[src/rtl/bsg_id_pool_multi.sv]
// Multi-client ID pool with per-ID metadata and owner storage ("coatcheck").
// Round-robin grant among quota-eligible clients; deallocation returns metadata and owner one cycle later.
module bsg_id_pool_multi #(
  parameter int els_p           = 4,
  parameter int num_clients_p   = 2,
  parameter int data_width_p    = 8,
  parameter int quota_p         = els_p,
  parameter int id_width_lp     = (els_p > 1) ? $clog2(els_p) : 1,
  parameter int client_width_lp = (num_clients_p > 1) ? $clog2(num_clients_p) : 1
) (
  input  logic                                    clk_i,
  input  logic                                    reset_n_i,
  input  logic [num_clients_p-1:0]                alloc_v_i,
  input  logic [num_clients_p*data_width_p-1:0]   alloc_data_i,
  output logic [num_clients_p-1:0]                alloc_yumi_o,
  output logic [id_width_lp-1:0]                  alloc_id_o,
  input  logic                                    dealloc_v_i,
  input  logic [id_width_lp-1:0]                  dealloc_id_i,
  output logic                                    dealloc_v_o,
  output logic [data_width_p-1:0]                 dealloc_data_o,
  output logic [client_width_lp-1:0]              dealloc_client_o,
  output logic [$clog2(els_p+1)-1:0]              free_count_o,
  output logic                                    error_o
);

  localparam int count_w_lp = $clog2(quota_p + 1);
  localparam int fc_w_lp    = $clog2(els_p + 1);

  logic [els_p-1:0]           free_r;
  logic [client_width_lp-1:0] owner_r [els_p];
  logic [data_width_p-1:0]    meta_r  [els_p];
  logic [count_w_lp-1:0]      count_r [num_clients_p];
  logic [client_width_lp-1:0] rr_r;

  logic [num_clients_p-1:0]   eligible;
  logic [num_clients_p-1:0]   inc;
  logic [num_clients_p-1:0]   dec;
  logic [client_width_lp-1:0] winner;
  logic [client_width_lp-1:0] cand;
  logic [data_width_p-1:0]    win_data;
  logic                       have_winner;
  logic                       any_free;
  logic                       grant;
  logic                       dealloc_ok;

  function automatic logic [client_width_lp-1:0] rr_next(
    input logic [client_width_lp-1:0] base,
    input int                         offset
  );
    int s;
    s = int'(base) + offset;
    if (s >= num_clients_p) s = s - num_clients_p;
    return client_width_lp'(s);
  endfunction

  // Arbitration: first eligible client at/after the RR pointer, lowest free ID.
  always_comb begin
    eligible    = '0;
    winner      = '0;
    cand        = '0;
    have_winner = 1'b0;
    any_free    = 1'b0;
    alloc_id_o  = '0;
    win_data    = '0;
    for (int c = 0; c < num_clients_p; c++)
      eligible[c] = alloc_v_i[c] && (count_r[c] < count_w_lp'(quota_p));
    for (int i = 0; i < num_clients_p; i++) begin
      cand = rr_next(rr_r, i);
      if (!have_winner && eligible[cand]) begin
        have_winner = 1'b1;
        winner      = cand;
      end
    end
    for (int i = 0; i < els_p; i++) begin
      if (!any_free && free_r[i]) begin
        any_free   = 1'b1;
        alloc_id_o = id_width_lp'(i);
      end
    end
    for (int c = 0; c < num_clients_p; c++)
      if (winner == client_width_lp'(c))
        win_data = alloc_data_i[c*data_width_p +: data_width_p];
  end

  assign grant      = reset_n_i && have_winner && any_free;
  assign dealloc_ok = dealloc_v_i && (int'(dealloc_id_i) < els_p) && !free_r[dealloc_id_i];

  always_comb begin
    alloc_yumi_o         = '0;
    alloc_yumi_o[winner] = grant;
    inc = '0;
    dec = '0;
    for (int c = 0; c < num_clients_p; c++) begin
      inc[c] = grant && (winner == client_width_lp'(c));
      dec[c] = dealloc_ok && (owner_r[dealloc_id_i] == client_width_lp'(c));
    end
  end

  // Control state and registered return path
  always_ff @(posedge clk_i or negedge reset_n_i) begin
    if (!reset_n_i) begin
      free_r           <= '1;
      rr_r             <= '0;
      dealloc_v_o      <= 1'b0;
      dealloc_data_o   <= '0;
      dealloc_client_o <= '0;
      free_count_o     <= fc_w_lp'(els_p);
      error_o          <= 1'b0;
      for (int c = 0; c < num_clients_p; c++) count_r[c] <= '0;
    end else begin
      if (grant) begin
        free_r[alloc_id_o] <= 1'b0;
        rr_r               <= rr_next(winner, 1);
      end
      if (dealloc_ok) begin
        free_r[dealloc_id_i] <= 1'b1;
        dealloc_data_o       <= meta_r[dealloc_id_i];
        dealloc_client_o     <= owner_r[dealloc_id_i];
      end
      dealloc_v_o  <= dealloc_ok;
      free_count_o <= free_count_o + fc_w_lp'(dealloc_ok) - fc_w_lp'(grant);
      error_o      <= error_o | (dealloc_v_i && !dealloc_ok);
      for (int c = 0; c < num_clients_p; c++) begin
        if (inc[c] && !dec[c])      count_r[c] <= count_r[c] + count_w_lp'(1);
        else if (dec[c] && !inc[c]) count_r[c] <= count_r[c] - count_w_lp'(1);
      end
    end
  end

  // Per-ID storage is only meaningful while the ID is busy, so it carries no reset.
  always_ff @(posedge clk_i) begin
    if (grant) begin
      meta_r[alloc_id_o]  <= win_data;
      owner_r[alloc_id_o] <= winner;
    end
  end

endmodule
[config.mk]
export PLATFORM = sky130hd
export DESIGN_NAME = bsg_id_pool_multi
export DESIGN_NICKNAME = d
export VERILOG_FILES = /design/src/rtl/bsg_id_pool_multi.sv
export SDC_FILE = /design/constraint.sdc
export NUM_CORES = 1
export LEC_CHECK = 0
export CORE_MARGIN = 1
export CORE_UTILIZATION = 45
export CTS_CLUSTER_DIAMETER = 80
export CTS_CLUSTER_SIZE = 12
export DETAILED_ROUTE_END_ITERATION = 10
export GPL_ROUTABILITY_DRIVEN = 1
export HOLD_SLACK_MARGIN = 0.15
export PLACE_DENSITY = 0.68
export SLEW_MARGIN = 15
export SYNTH_ARGS = -nofsm -noshare
export SYNTH_HDL_FRONTEND = slang
export SYNTH_SLANG_ARGS = --single-unit
[constraint.sdc]
create_clock -name clk_i -period 2.9 [get_ports clk_i]
set_clock_uncertainty 0.1 [all_clocks]
set_input_delay 0.87 -clock clk_i [delete_from_list [all_inputs] [get_ports clk_i]]
set_output_delay 0.87 -clock clk_i [all_outputs]
set_load 0.01 [all_outputs]
==> run_results.csv <==
group,metric,value,unit
floorplanning,rows,27,
placed_design,postPlaceCellArea,3320,um2
clocking,clock_latency,0.33,ns
worst_hold_path,hold_class,"register to register",
synth,netlist_area,2700,um2
timing,rsz0062_at_grt,"no",
floorplanning,core,5640,um2
cells_and_area,area_delta_synth_final,33.9,%
synth,yosysUniqueCellTypes,36,
grt,antenna_found_initial,0,
floorplanning,io_pins,41,
placed_design,port_buffers,40,
timing,drv_slew,0,
placed_design,hpwl,3.73,mm
placed_design,dp.cells,292,
clocking,cts_tree,"yes",
flow_run,max-cap-violations,0,
cells_and_area,fin_cells,314,
cells_and_area,stdcell_area,3610,um2
clocking,cts_sinks,61,
cells_and_area,drive_gt1_share,37.6,%
floorplanning,die_area,6300,um2
clocking,root_buffer,"clkbuf_8",
floorplanning,die_x,79.4,um
synth,syn_area_per_cell,16.6,um2
run_status,status,"completed",
timing,slew_headroom,75.0,%
cells_and_area,antenna-diode-count,0,
worst_setup_path,cp_max_fo,3,
routing,drt_iter0_markers,56,
timing,setup_viol,0,
placed_design,routabilityCongestion,0.786,
power_and_ir_drop,powerDensity,928,nW/um2
routing,antenna_left,0,
timing,clock.fmax,352,MHz
timing,min_period,2.84,ns
synth,ys.flop_type,"edfxtp_1",
clocking,numCtsBuffers,9,
worst_setup_path,path_class,"primary input to primary output",
routing,drc,0,
synth,synthCells,162,
timing,tightest_slew,0.374,ns
routing,route.vias.total,1640,
synth,ys_ff_latch,61,
routing,drtPass1Iterations,4,
clocking,htree_levels,3,
cells_and_area,nets,267,
worst_setup_path,arrival,1.87,ns
grt,grt.total_usage,19.7,%
grt,grt_pass1_vias,1802,
synth,ys_async_sr_fraction,41.0,%
routing,route.detailed.wl_per_inst,17.4,um
worst_setup_path,worstPathRequired,1.93,ns
worst_setup_path,end_kind,"primary output",
synth,synth-edff-count,36,
grt,grt.overflow.total,0,
worst_setup_path,cp-start-kind,"primary input",
grt,grt_start_max_net_pins,30,
clocking,path_clk_slew,0.07,ns
power_and_ir_drop,power,0.00335,W
floorplanning,die_y,79.4,um
power_and_ir_drop,p_leak,1.43,nW
routing,avgViaCountPerCell,5.22,
synth,synth_warnings,0,
routing,drt_wl_total,5.45,mm
clocking,clockBufferDepth,2,
timing,final_hold_viol_count,0,
worst_setup_path,regToRegSetupSlack,0.16,ns
synth,synth_seq_area_share,63.6,%
floorplanning,initial_core_util,47.8,%
cells_and_area,fill_cells,395,
synth,syn_nets,192,
grt,grt_pass1_wl,8.81,mm
power_and_ir_drop,ir_drop,0.512,mV
timing,period_share,98.1,%
-- synthesized netlist by cell type, drive strengths merged, types with 2 or more instances --
master   n  area [um2]
inv     10        37.5
edfxtp  36        1080
a22o     4        43.8
o211ai   3        27.5
nor2    10        37.5
xor2     5        43.8
and2b    2        15.0
buf      5        38.8
xnor2    3        26.3
dfstp    5         131
dfrtp   20         500
and3     3        18.8
nand2    3        11.3
ha       4        50.1
mux2    19         236
mux4     9         206
nor2b    4        25.0
mux2i    3        30.0
fa       3        60.1
-- final cells by class --
cell class                      instances  area (um2)  area share (%)
Clock buffer                           13         160            4.44
Timing Repair Buffer                   70         628            17.4
Inverter                               10        37.5            1.04
Multi-Input combinational cell         85         938            26.0
Tap cell                               72        90.1            2.50
Sequential cell                        61        1710            47.5
Clock inverter                          3        42.5            1.18
-- critical path, cell delays in order --
cell and delay (ns):
clkdlybuf4s50_1 0.54, o211ai_4 0.11, buf_6 0.13, nor2b_4 0.11
buf_6 0.11
-- per-layer routing --
layer | wire length, um | global-route usage [%] | part of all wire, %
met1 | 2120 | 21.0 | 39
met3 | 196 | 5.26 | 3.6
met5 | 0 | 0 | 0
met4 | 134 | 9.64 | 2.5
met2 | 3000 | 35.8 | 55
-- what timing repair did --
item                       4_1_cts  5_1_grt
hold buffers                     0        0
setup endpoints to repair        8        0
buffers inserted                 6        0
resized for setup               28        0
-- final timing paths --
path / startpoint / endpoint / depth (start not counted)
max reg2reg: free_r[1]$_DFF_PN1_ / count_r[1]$_DFFE_PN0P_ / 10
max: reset_n_i / alloc_yumi_o[1] / 5
min reg2reg: count_r[2]$_DFFE_PN0P_ / count_r[2]$_DFFE_PN0P_ / 1
max in group asynchronous: reset_n_i / free_r[3]$_DFF_PN1_ / 2
min in group asynchronous: reset_n_i / rr_r$_DFFE_PN0P_ / 2
min: count_r[2]$_DFFE_PN0P_ / count_r[2]$_DFFE_PN0P_ / 1
-- cell families after synthesis --
group,share of synthesized area [%]
AOI/OAI and AO/OA,4.27
DFF,63.6
muxes,17.5
buffers and inverters,3.02
adders and majority gates,4.09
xor gates and xnor gates,2.60
and+or+nand+nor,4.92
-- sequential cells by signal, indices dropped and copies added, names as in the netlist --
| name | cells |
|---|---|
| free_r | 4 |
| free_count_o | 3 |
| dealloc_data_o | 8 |
| dealloc_client_o | 1 |
| meta_r | 32 |
| error_o | 1 |
| dealloc_v_o | 1 |
| rr_r | 1 |
| count_r | 6 |
| owner_r | 4 |
-- power by group --
group	total, W	internal [W]	switching, W
Sequential	0.00137	0.00122	0.000158
Clock	0.000766	0.000449	0.000317
Combinational	0.00121	0.000698	0.000512
-- stage by stage --
| stage | hold WS (ns) | setup slack, ns | utilization [%] | TNS [ns] |
|---|---|---|---|---|
| finish | 0.366 | 0.0560 | 64.0 | 0 |
| detailed placement | 0.361 | -0.537 | 58.9 | -3.56 |
| floorplan | 0.335 | 0.0450 | - | 0 |
| global route | 0.392 | 0.0201 | 64.0 | 0 |
| CTS | 0.372 | 0.0773 | 64.0 | 0 |
| global placement | 0.351 | -0.480 | 58.9 | -2.96 |
-- cells in the final DEF, fill, tap and decap left out, types with 3 or more instances in the layout --
| master | count |
|---|---|
| xnor2_1 | 3 |
| mux2_4 | 6 |
| mux4_2 | 9 |
| dfstp_2 | 5 |
| dfrtp_1 | 20 |
| ha_1 | 3 |
| dlygate4sd2_1 | 4 |
| buf_4 | 28 |
| clkdlybuf4s50_1 | 34 |
| nor2_1 | 9 |
| edfxtp_1 | 36 |
| inv_1 | 9 |
| and3_1 | 3 |
| clkbuf_1 | 3 |
| mux2_2 | 13 |
| a22o_1 | 3 |
| nor2b_1 | 3 |
| xor2_1 | 5 |
| clkbuf_8 | 9 |
| nand2_1 | 3 |
Note: power is estimated with default switching activity, not from simulation.
